[src/rtl/sevenseg_capture.sv]
// sevenseg_capture: recovers the hex digit shown on a remote seven-segment
// display by synchronising, filtering and decoding the segment lines.
//
// Ports:
//   clk            system clock (Sys_Clk0)
//   rst            synchronous active-high reset
//   a..g           raw segment lines, asynchronous to clk
//   digit          last accepted hex value
//   digit_valid    one-cycle strobe when a new pattern is accepted
//   pat_err        last accepted pattern is not a legal glyph
//   blank          last accepted pattern has every segment off
//   change_count   accepted changes, wraps 255->0
//   redled         low-true, lit while pat_err
//   greenled       low-true, lit while a legal digit is held
//   blueled        low-true, lit while blank

module sevenseg_capture #(
    parameter int STABLE_CYCLES = 1000,
    parameter bit ACTIVE_LOW    = 1'b1
) (
    input  logic       clk,
    input  logic       rst,
    input  logic       a,
    input  logic       b,
    input  logic       c,
    input  logic       d,
    input  logic       e,
    input  logic       f,
    input  logic       g,
    output logic [3:0] digit,
    output logic       digit_valid,
    output logic       pat_err,
    output logic       blank,
    output logic [7:0] change_count,
    output logic       redled,
    output logic       greenled,
    output logic       blueled
);

    localparam logic [15:0] L_STABLE = 16'(STABLE_CYCLES);
    localparam logic [15:0] L_LAST   = 16'(STABLE_CYCLES - 1);

    logic [6:0]  w_raw;
    logic [6:0]  w_pat;
    logic [6:0]  r_s1;
    logic [6:0]  r_s2;
    logic [6:0]  r_cand;
    logic [15:0] r_cnt;
    logic [6:0]  r_acc;
    logic        w_same;
    logic        w_accept;
    logic [3:0]  w_dec;
    logic        w_legal;
    logic [3:0]  r_digit;
    logic        r_valid;
    logic        r_err;
    logic        r_blank;
    logic [7:0]  r_count;

    // Internal pattern is always active-high, bit 0 = segment a.
    assign w_raw = {g, f, e, d, c, b, a};
    assign w_pat = ACTIVE_LOW ? ~w_raw : w_raw;

    always_ff @(posedge clk) begin
        if (rst) begin
            r_s1 <= 7'h00;
            r_s2 <= 7'h00;
        end else begin
            r_s1 <= w_pat;
            r_s2 <= r_s1;
        end
    end

    assign w_same = (r_s2 == r_cand);

    // Stability filter: any difference restarts the count, and the count
    // saturates so a settled pattern is offered for acceptance only once.
    always_ff @(posedge clk) begin
        if (rst) begin
            r_cand <= 7'h00;
            r_cnt  <= 16'd0;
        end else if (!w_same) begin
            r_cand <= r_s2;
            r_cnt  <= 16'd0;
        end else if (r_cnt < L_STABLE) begin
            r_cnt  <= r_cnt + 16'd1;
        end
    end

    // Re-settling on the already accepted pattern is silent.
    assign w_accept = w_same && (r_cnt == L_LAST) && (r_cand != r_acc);

    always_comb begin
        w_dec   = 4'h0;
        w_legal = 1'b1;
        unique case (r_cand)
            7'h3F:   w_dec = 4'h0;
            7'h06:   w_dec = 4'h1;
            7'h5B:   w_dec = 4'h2;
            7'h4F:   w_dec = 4'h3;
            7'h66:   w_dec = 4'h4;
            7'h6D:   w_dec = 4'h5;
            7'h7D:   w_dec = 4'h6;
            7'h07:   w_dec = 4'h7;
            7'h7F:   w_dec = 4'h8;
            7'h6F:   w_dec = 4'h9;
            7'h77:   w_dec = 4'hA;
            7'h7C:   w_dec = 4'hB;
            7'h39:   w_dec = 4'hC;
            7'h5E:   w_dec = 4'hD;
            7'h79:   w_dec = 4'hE;
            7'h71:   w_dec = 4'hF;
            default: w_legal = 1'b0;
        endcase
    end

    always_ff @(posedge clk) begin
        if (rst) begin
            r_acc   <= 7'h00;
            r_digit <= 4'h0;
            r_valid <= 1'b0;
            r_err   <= 1'b0;
            r_blank <= 1'b1;
            r_count <= 8'd0;
        end else begin
            r_valid <= 1'b0;
            if (w_accept) begin
                r_acc   <= r_cand;
                r_valid <= 1'b1;
                r_count <= r_count + 8'd1;
                if (w_legal) begin
                    r_digit <= w_dec;
                    r_err   <= 1'b0;
                    r_blank <= 1'b0;
                end else if (r_cand == 7'h00) begin
                    r_err   <= 1'b0;
                    r_blank <= 1'b1;
                end else begin
                    r_err   <= 1'b1;
                    r_blank <= 1'b0;
                end
            end
        end
    end

    assign digit        = r_digit;
    assign digit_valid  = r_valid;
    assign pat_err      = r_err;
    assign blank        = r_blank;
    assign change_count = r_count;

    assign redled   = ~r_err;
    assign greenled = r_err | r_blank;
    assign blueled  = ~r_blank;

endmodule

[config.mk]
export PLATFORM = sky130hd
export DESIGN_NAME = sevenseg_capture
export DESIGN_NICKNAME = d
export VERILOG_FILES = /design/src/rtl/sevenseg_capture.sv
export SDC_FILE = /design/constraint.sdc
export NUM_CORES = 1
export LEC_CHECK = 0
export CAP_MARGIN = 10
export CORE_MARGIN = 8
export CORE_UTILIZATION = 50
export CTS_BUF_LIST = sky130_fd_sc_hd__clkbuf_16
export DETAILED_ROUTE_END_ITERATION = 10
export MAX_ROUTING_LAYER = met4
export PLACE_DENSITY = 0.82
export SLEW_MARGIN = 20
export SYNTH_ARGS = -nofsm -noshare
export SYNTH_HDL_FRONTEND = slang
export SYNTH_SLANG_ARGS = --single-unit
export TNS_END_PERCENT = 30
[constraint.sdc]
create_clock -name clk -period 1.9 [get_ports clk]
set_input_delay 0.475 -clock clk [delete_from_list [all_inputs] [get_ports clk]]
set_output_delay 0.475 -clock clk [all_outputs]
set_load 0.01 [all_outputs]
# Yosys cells after proc, flatten, opt, wreduce, memory -nomap -nowiden
# Cells that the tools add are included.
# totals
inputBits	9
wordCells	50
output_inout_bits	18
reg_bits	59
# classes
n_addsub	2
eq_ne	19
mux	7
n_bitwise	5
magnitude_cmp	1
reduce_logical	6
# ops
cell	n
7-bit == test (second input constant)	12
4-bit one-hot mux with 15 select lines	1
16-bit by 1-bit adder with 16-bit output (second input constant)	1
16-bit by 10-bit == test with 1-bit output (second input constant)	1
16-bit by 10-bit < comparator with 1-bit output (second input constant)	1
16-bit OR reduction	1
7-bit by 3-bit == test with 1-bit output (second input constant)	2
7-bit by 6-bit == test with 1-bit output (second input constant)	2
8-bit by 1-bit adder with 8-bit output (second input constant)	1
7-bit == test	1
7-bit logical NOT	1
7-bit inequality test	1
7-bit inverter	1
1-bit two-way mux	6
1-bit inverter	3
1-bit logical AND	2
2-bit AND reduction	1
2-bit OR reduction	1
1-bit bitwise OR	1

# Longest topological paths before layout
# Gate-level depths: netlist of the first run.
# depth
depth_word	4
depth_mapped	9
ltp_nobuf	7

# Worst setup path before layout of the first run
# Ideal clock, no wire load.
# synth_path
path_type	flip-flop to flip-flop
start	register r_cand[3]
end	register r_digit[1], in the netlist digit[1]
path_buffers	1
stages_incl_launch_ff	8
setup_ps	70
required_time_ps	1830
setup_slack_ps	-115
t_arrival_ps	1945
synth_period_minus_slack_ps	2015
cell_sequence	dfxtp_1 > buf_6 > xnor2_1 > nand4_1 > or4_1 > a211o_1 > or3_1 > a21oi_1
# synth_between
elab_chain_len	4
elab_cells_between_ends	24
cone_classes	eq/ne: 18; mux: 2; reduce/logical: 4
# synth_lines
item	line_no	rtl
start: declaration	47	logic [6:0] r_cand;
start signal: assignment	83	r_cand <= r_s2;
7-bit == test (tied with other cells)	96	unique case (r_cand)
16-bit OR reduction (no source line) / 1-bit logical AND (equally long branches)	--	
1-bit two-way mux / 1-bit logical AND (equally long branches)	96, 91	
2-bit AND reduction (no source line)	--	
end signal: assignment	132	r_digit <= w_dec;
end: declaration	54	logic [3:0] r_digit;
# Several ways; a longest one is shown, not always the timed one.
# A chain may end at the register's enable or synchronous reset.

# Final worst setup path of the first run
# layout_path
start	register r_cnt[12]
end	register r_digit[0], in the netlist digit[0]
# layout_between
elab_chain_len	4
# layout_lines
item	line_no	rtl
start: declaration	48	logic [15:0] r_cnt;
start signal: assignment	86	r_cnt <= r_cnt + 16'd1;
16-bit by 10-bit == test with 1-bit output	91	assign w_accept = w_same && (r_cnt == L_LAST) && (r_cand != r_acc);
1-bit logical AND (2 in a row)	91	
2-bit AND reduction (no source line)	--	
# No other way between the ends.

==> results of run 1 <==
worst paths after layout:
kind | start | endpoint | slack (ns) | cells past startpoint
setup / recovery | r_cnt[12]$_SDFFE_PP0N_ | digit[0]$_SDFFE_PP0P_ | -0.26 | 6
setup reg to reg | r_cnt[12]$_SDFFE_PP0N_ | digit[0]$_SDFFE_PP0P_ | -0.26 | 6
hold / removal | r_s1[5]$_SDFF_PP0_ | r_s2[5]$_SDFF_PP0_ | 0.43 | 1
hold reg to reg | r_s1[5]$_SDFF_PP0_ | r_s2[5]$_SDFF_PP0_ | 0.43 | 1
what timing repair did:
item,CTS,global route
setup buffers,4,3
hold buffers,0,0
resized for setup,16,16
setup endpoints to repair,19,25
pin swaps,8,6
registers in the layout (all words and copies together), names as in the netlist:
register	flops
r_s2	7
r_cnt	16
digit	4
change_count	8
r_acc	7
r_s1	7
r_cand	7
pat_err	1
blank	1
digit_valid	1
metrics by stage:
| stage | total power, uW | util, % | cells | cell area (um2) |
|---|---|---|---|---|
| after detailed placement | 1450 | 63.0 | 410 | 3180 |
| after floorplan | 1380 | - | 290 | 2590 |
| final | 3010 | 72.7 | 433 | 3660 |
| after global placement | 1440 | 63.0 | 410 | 3180 |
| after CTS | 3030 | 70.7 | 430 | 3560 |
| after global routing | 3100 | 72.7 | 433 | 3660 |
cell type report:
type | count | area [um2] | area share, %
Timing Repair Buffer | 75 | 672 | 18.3
Clock inverter | 7 | 68.8 | 1.88
Multi-Input combinational cell | 207 | 1400 | 38.3
Clock buffer | 9 | 225 | 6.15
Tap cell | 70 | 87.6 | 2.39
Inverter | 6 | 22.5 | 0.615
Sequential cell | 59 | 1190 | 32.4
power by group:
group          leakage, uW  switching, uW  total, uW  internal, uW
Combinational     0.000858           83.5        166          82.5
Sequential        0.000481           11.6       1270          1260
Clock             0.000141            564       1570          1010
kinds of logic (layout without fill, tap and decap cells):
logic type,Yosys count,count (layout),synth area share [%]
buffers and inverters,24,97,4.25
AOI/OAI and AO/OA,37,37,9.04
adders and majority gates,2,2,0.966
and+or+nand+nor,133,133,27.7
xor gates and xnor gates,25,25,8.46
muxes,10,10,3.96
DFF,59,59,45.6
cell usage in the layout (no fill, tap or decap), types with 2 or more instances in the layout:
cell	count
a211o_1	2
ha_1	2
nor3_1	3
inv_1	6
clkbuf_16	9
nor2b_1	19
o21ai_1	3
and2_1	10
clkinvlp_4	2
or4_1	2
and3b_1	2
nand2_1	18
buf_6	3
nand2b_1	3
clkdlybuf4s50_1	26
a21o_1	2
nor2_1	35
nor4_1	2
a21oi_2	4
buf_4	43
o32a_1	2
or3_1	4
nand4_1	7
and3_1	3
nand3_1	7
xor2_1	13
o21ai_0	5
buf_12	2
nor3_2	2
a21oi_1	9
xnor2_1	11
clkinv_2	3
o211ai_1	2
dfxtp_2	4
or2_2	3
mux2i_1	8
dfxtp_1	55
layer usage:
layer | routed length [um] | vias to the layer above
met5 | 0 | -
met1 | 2570 | 1108
met4 | 196 | 0
met3 | 437 | 21
met2 | 3290 | 85
li1 | - | 1124
worst reg2reg max path, stage by stage (launching register included):
cell and delay (ns):
dfxtp_2 0.34, nor4_4 0.32, nand4_1 0.16, or4_1 0.44, a211o_1 0.30, or3b_1 0.41
a21oi_2 0.12
==> metrics, run 1 <==
status=finished with violations; failing checks=negative setup slack; Max Root-Sink Buffers=2; Max-slew headroom=71.3%; cell taking the most area after synthesis=dfxtp_1; CTS Root Cell=clkbuf_16; n_diodes=0; synthesized net count=301; die height=88.0 um; total number of yosys warnings=0; top cells by count, synth=59 x dfxtp_1, 35 x nor2_1, 19 x nand2_1, 19 x nor2b_1, 14 x xor2_1; First-pass DRT Iterations=5; clk_lat worst skew=0.33 ns; WS Path Type=flop to flop; layout filler cell count=338; register area share after synthesis=45.6%; Worst Path Max Fanout=6; Layout Skew=0.00568 ns; first-pass GRT wire length=10400 um; met1 Resource Use GR=19.7%; I/O Buffers=26; CP endpoint kind=flop; period utilization=114%; Worst EP arrival=2.42 ns; DR vias/cell=5.40; share of the synthesized area in the top cell type=45.6%; WP data required=2.16 ns; Hold Crit Class=flop to flop; GR Overflow Total=0; DRT Wirelength=6490 um; Avg Inst Size Synth=8.93 um2; VDD IR max=0.741 mV; async set-reset flop share out of synthesis=0%; I/O Pins=27; Post-Place Worst Slack=-0.224 ns; CTS tree=done; Period minus WS final=2.16 ns; slowest CP cell=or4_1; Final nets=369; CTS H-Tree Depth=3; RSZ-0062 raised after global routing=yes; GR Util All Layers=18.0%; Netlist Area Pre-Place=0.00259 mm2; Post-synth EDFFs=0; met3 Use GR=5.35%; via count=2338; Final Hold Viols=0; Final HPWL DP=4010 um; CTS Buf Count=9; Leak=0.00148 uW; GRT busiest layer=met2; Netlist cell types=47; WHS=0.434 ns; core area=0.00504 mm2; Chip Width=88.0 um; setup TNS=-3.58 ns; cell count after synthesis=290; initial antenna violation count=0; power per cell area=821 mW/mm2; CP top delay family=simple AND/OR/NAND/NOR gates; delay of the slowest critical-path stage=0.44 ns; Yosys reg bits=59; area grow syn2layout=41.5%; Slew Viols, Final=0; top cells by area, synth=dfxtp_1 46%, nor2_1 5.1%, xor2_1 4.7%; max-cap violations=0; Routed Antenna Nets=0; worst setup margin=-0.257 ns; routing usage on met2=28.9%; leading cell type by number of instances after synthesis=dfxtp_1; Startpoint Class=flop; final setup violation count=22; initial DRC count=222; post-route DRC violation count=0; FP Rows=26; crit path cell chain=nor4_4 -> nand4_1 -> or4_1 -> a211o_1 -> or3b_1 -> a21oi_2; wire per inst=15.0 um; Buf+Inv Stages, Crit Path=0; clock sinks=59; clk slew on worst S/H paths=0.05 ns; Final Wtd Congestion=0.848; total die area=0.00774 mm2; FMAX=0.464 GHz; layout cells sized above 1=25.3%; largest net degree at the start of global routing=30; Synth Flop Type=dfxtp_1; Worst Tran Pin Value=0.427 ns; vias in the first global route=2264; Starting Density=51.3%
(Power assumes the default switching activity.)
==> run 2, diff against run 1 <==
- CORE_UTILIZATION: 50 -> 56
- PLACE_DENSITY: 0.82 -> 0.86
- REMOVE_ABC_BUFFERS: default -> 1
- clock period: 1.9 -> 2.3 ns (I/O delays scaled with it)
==> run 2 against run 1 <==
Compared with the run above: register-to-register slack better by 0.34 ns; total power decreased by 21%; sequential power decreased by 17%; combinational power is 34% lower; sequential share of layout area up 4.0 points; flip-flop and latch count unchanged; global-route usage decreased by 1.6 points; via count is 9.8% lower; the run now ends clean; hold slack worse by 0.0017 ns; clock power decreased by 22%; utilization grew 0.90 points; design area shrank 11%.
==> metrics, run 2 (synthesis results as in run 1) <==
CP top delay family=simple AND/OR/NAND/NOR gates (unchanged); final setup violation count=0 (was 22); Worst Path Max Fanout=7 (was 6); GR Overflow Total=0 (unchanged); Slew Viols, Final=0 (unchanged); Final nets=337 (was 369); Net Switching=486 uW (was 659 uW); met3 Use GR=5.57% (was 5.35%); GRT busiest layer=met2 (unchanged); Leak=0.00125 uW (was 0.00148 uW); crit path cell chain=ha_1 -> and2_1 -> nand4_1 -> or4_1 -> a211o_1 -> or3_1 -> a21oi_1 (was nor4_4 -> nand4_1 -> or4_1 -> a211o_1 -> or3b_1 -> a21oi_2); Final Hold Viols=0 (unchanged); Sequential Power Share=44.0% (was 42.3%); DRT Wirelength=5370 um (was 6490 um); CTS tree=done (unchanged); Worst Tran Pin Value=0.565 ns (was 0.427 ns); commonest non-fill, non-tap cell in the layout=dfxtp_1 (unchanged); met1 Resource Use GR=18.1% (was 19.7%); core area=0.00441 mm2 (was 0.00504 mm2); Hold Crit Class=flop to flop (unchanged); Period minus WS final=2.21 ns (was 2.16 ns); CP endpoint kind=flop (unchanged); n_diodes=0 (unchanged); CTS Root Cell=clkbuf_16 (unchanged); Buf+Inv Stages, Crit Path=0 (unchanged); I/O Pins=27 (unchanged); VDD IR max=0.607 mV (was 0.741 mV); largest net degree at the start of global routing=20 (was 30); initial antenna violation count=0 (unchanged); slowest CP cell=or4_1 (unchanged); Setup Buffers After CTS=0 (was 4); Routed Antenna Nets=0 (unchanged); Startpoint Class=flop (unchanged); clock sinks=59 (unchanged); CTS Buf Count=9 (unchanged); Starting Density=58.6% (was 51.3%); Total Power=2390 uW (was 3010 uW); Worst EP arrival=2.47 ns (was 2.42 ns); worst setup margin=0.0858 ns (was -0.257 ns); clk slew on worst S/H paths=0.05 ns (about the same); most frequent cells in the layout=59 x dfxtp_1, 35 x nor2_1, 26 x clkdlybuf4s50_1, 19 x nand2_1, 19 x nor2b_1 (was 55 x dfxtp_1, 43 x buf_4, 35 x nor2_1, 26 x clkdlybuf4s50_1, 19 x nor2b_1); switching part of the total power=20.3% (was 21.9%); FP Rows=24 (was 26); max-cap violations=0 (unchanged); Final Wtd Congestion=0.835 (was 0.848); GR Util All Layers=16.4% (was 18.0%); Max Root-Sink Buffers=2 (unchanged); total die area=0.00705 mm2 (was 0.00774 mm2); layout cells sized above 1=10.9% (was 25.3%); Biggest register=r_cnt (unchanged); FMAX=0.452 GHz (was 0.464 GHz); Inst Count DP=367 (was 410); clk_lat worst skew=0.32 ns (was 0.33 ns); DR vias/cell=5.54 (was 5.40); period utilization=96.3% (was 114%); post-route DRC violation count=0 (unchanged); Chip Width=84.0 um (was 88.0 um); first-pass GRT wire length=9320 um (was 10400 um); Max-slew headroom=62.0% (was 71.3%); I/O Buffers=26 (unchanged); Int Pwr=1900 uW (was 2350 uW); Final HPWL DP=3600 um (was 4010 um); combinational power share=4.6% (was 5.5%); Post-Place Worst Slack=0.124 ns (was -0.224 ns); Layout Skew=0.00593 ns (was 0.00568 ns); CTS H-Tree Depth=3 (unchanged); area grow syn2layout=25.4% (was 41.5%); FF-to-FF setup slack=0.09 ns (was -0.26 ns); initial DRC count=165 (was 222); clock share of power=51.4% (was 52.2%); via count=2110 (was 2338); RSZ-0062 raised after global routing=yes (unchanged); die height=84.0 um (was 88.0 um); power per cell area=735 mW/mm2 (was 821 mW/mm2); delay of the slowest critical-path stage=0.44 ns (about the same); routing usage on met2=25.9% (was 28.9%); vias in the first global route=2066 (was 2264); wire per inst=14.1 um (was 15.0 um); max FFs per register=16 (unchanged); WS Path Type=flop to flop (unchanged); First-pass DRT Iterations=4 (was 5); WP data required=2.56 ns (was 2.16 ns); status=finished, final reports clean (was finished with violations); final non-filler cell total=381 (was 433)
==> run 2: power groups by stage <==
stage / clock, uW / combinational (uW) / sequential [uW]
final: 1230 / 110 / 1050
after global routing: 1290 / 121 / 1050
after CTS: 1240 / 109 / 1050
after detailed placement: 0 / 107 / 1070
after global placement: 0 / 104 / 1070
after floorplan: 0 / 46.0 / 1070
==> run 2: path summary, 6_finish.rpt <==
path                         startpoint                    end  depth (start not counted)
setup / recovery  r_cnt[0]$_SDFFE_PP0N_  digit[1]$_SDFFE_PP0P_                          7
hold / removal       r_s1[4]$_SDFF_PP0_     r_s2[4]$_SDFF_PP0_                          1
setup reg to reg  r_cnt[0]$_SDFFE_PP0N_  digit[1]$_SDFFE_PP0P_                          7
hold reg to reg      r_s1[4]$_SDFF_PP0_     r_s2[4]$_SDFF_PP0_                          1
==> run 2: layout make-up <==
cell class | instances | area [um2]
Tap cell | 52 | 65.1
Sequential cell | 59 | 1180
Clock inverter | 5 | 46.3
Timing Repair Buffer | 43 | 400
Fill cell | 292 | 1170
Multi-Input combinational cell | 207 | 1310
Clock buffer | 9 | 225
Inverter | 6 | 22.5
==> run 2: routing by layer <==
layer,share of wire (%),up-vias
met5,0,-
met4,2.1,0
met3,4.1,11
met2,48,52
met1,46,991
li1,-,1056
==> run 2: through the flow <==
step	area, um2	setup TNS, ns	hold WS (ns)	utilization (%)
floorplan	2500	0	0.414	-
global placement	2970	0	0.417	67.2
detailed placement	2970	0	0.420	67.2
CTS	3240	0	0.432	73.4
global route	3250	-0.0230	0.446	73.6
finish	3250	0	0.432	73.6
==> run 2: timing repair <==
| item | CTS | global route |
|---|---|---|
| setup endpoints to repair | 0 | 4 |
| hold buffers | 0 | 0 |
| resized for setup | 0 | 1 |
==> run 2: worst register-to-register path, cell delays in order (launching register included) <==
cell,delay [ns]
dfxtp_1,0.36
ha_1,0.18
and2_1,0.17
nand4_1,0.14
or4_1,0.44
a211o_1,0.33
or3_1,0.39
a21oi_1,0.14
==> run 3, diff against run 2 <==
- CAP_MARGIN: 10 -> 20
==> results of run 3 <==
The final DEF is identical to that of run 2; final timing and power are the same.
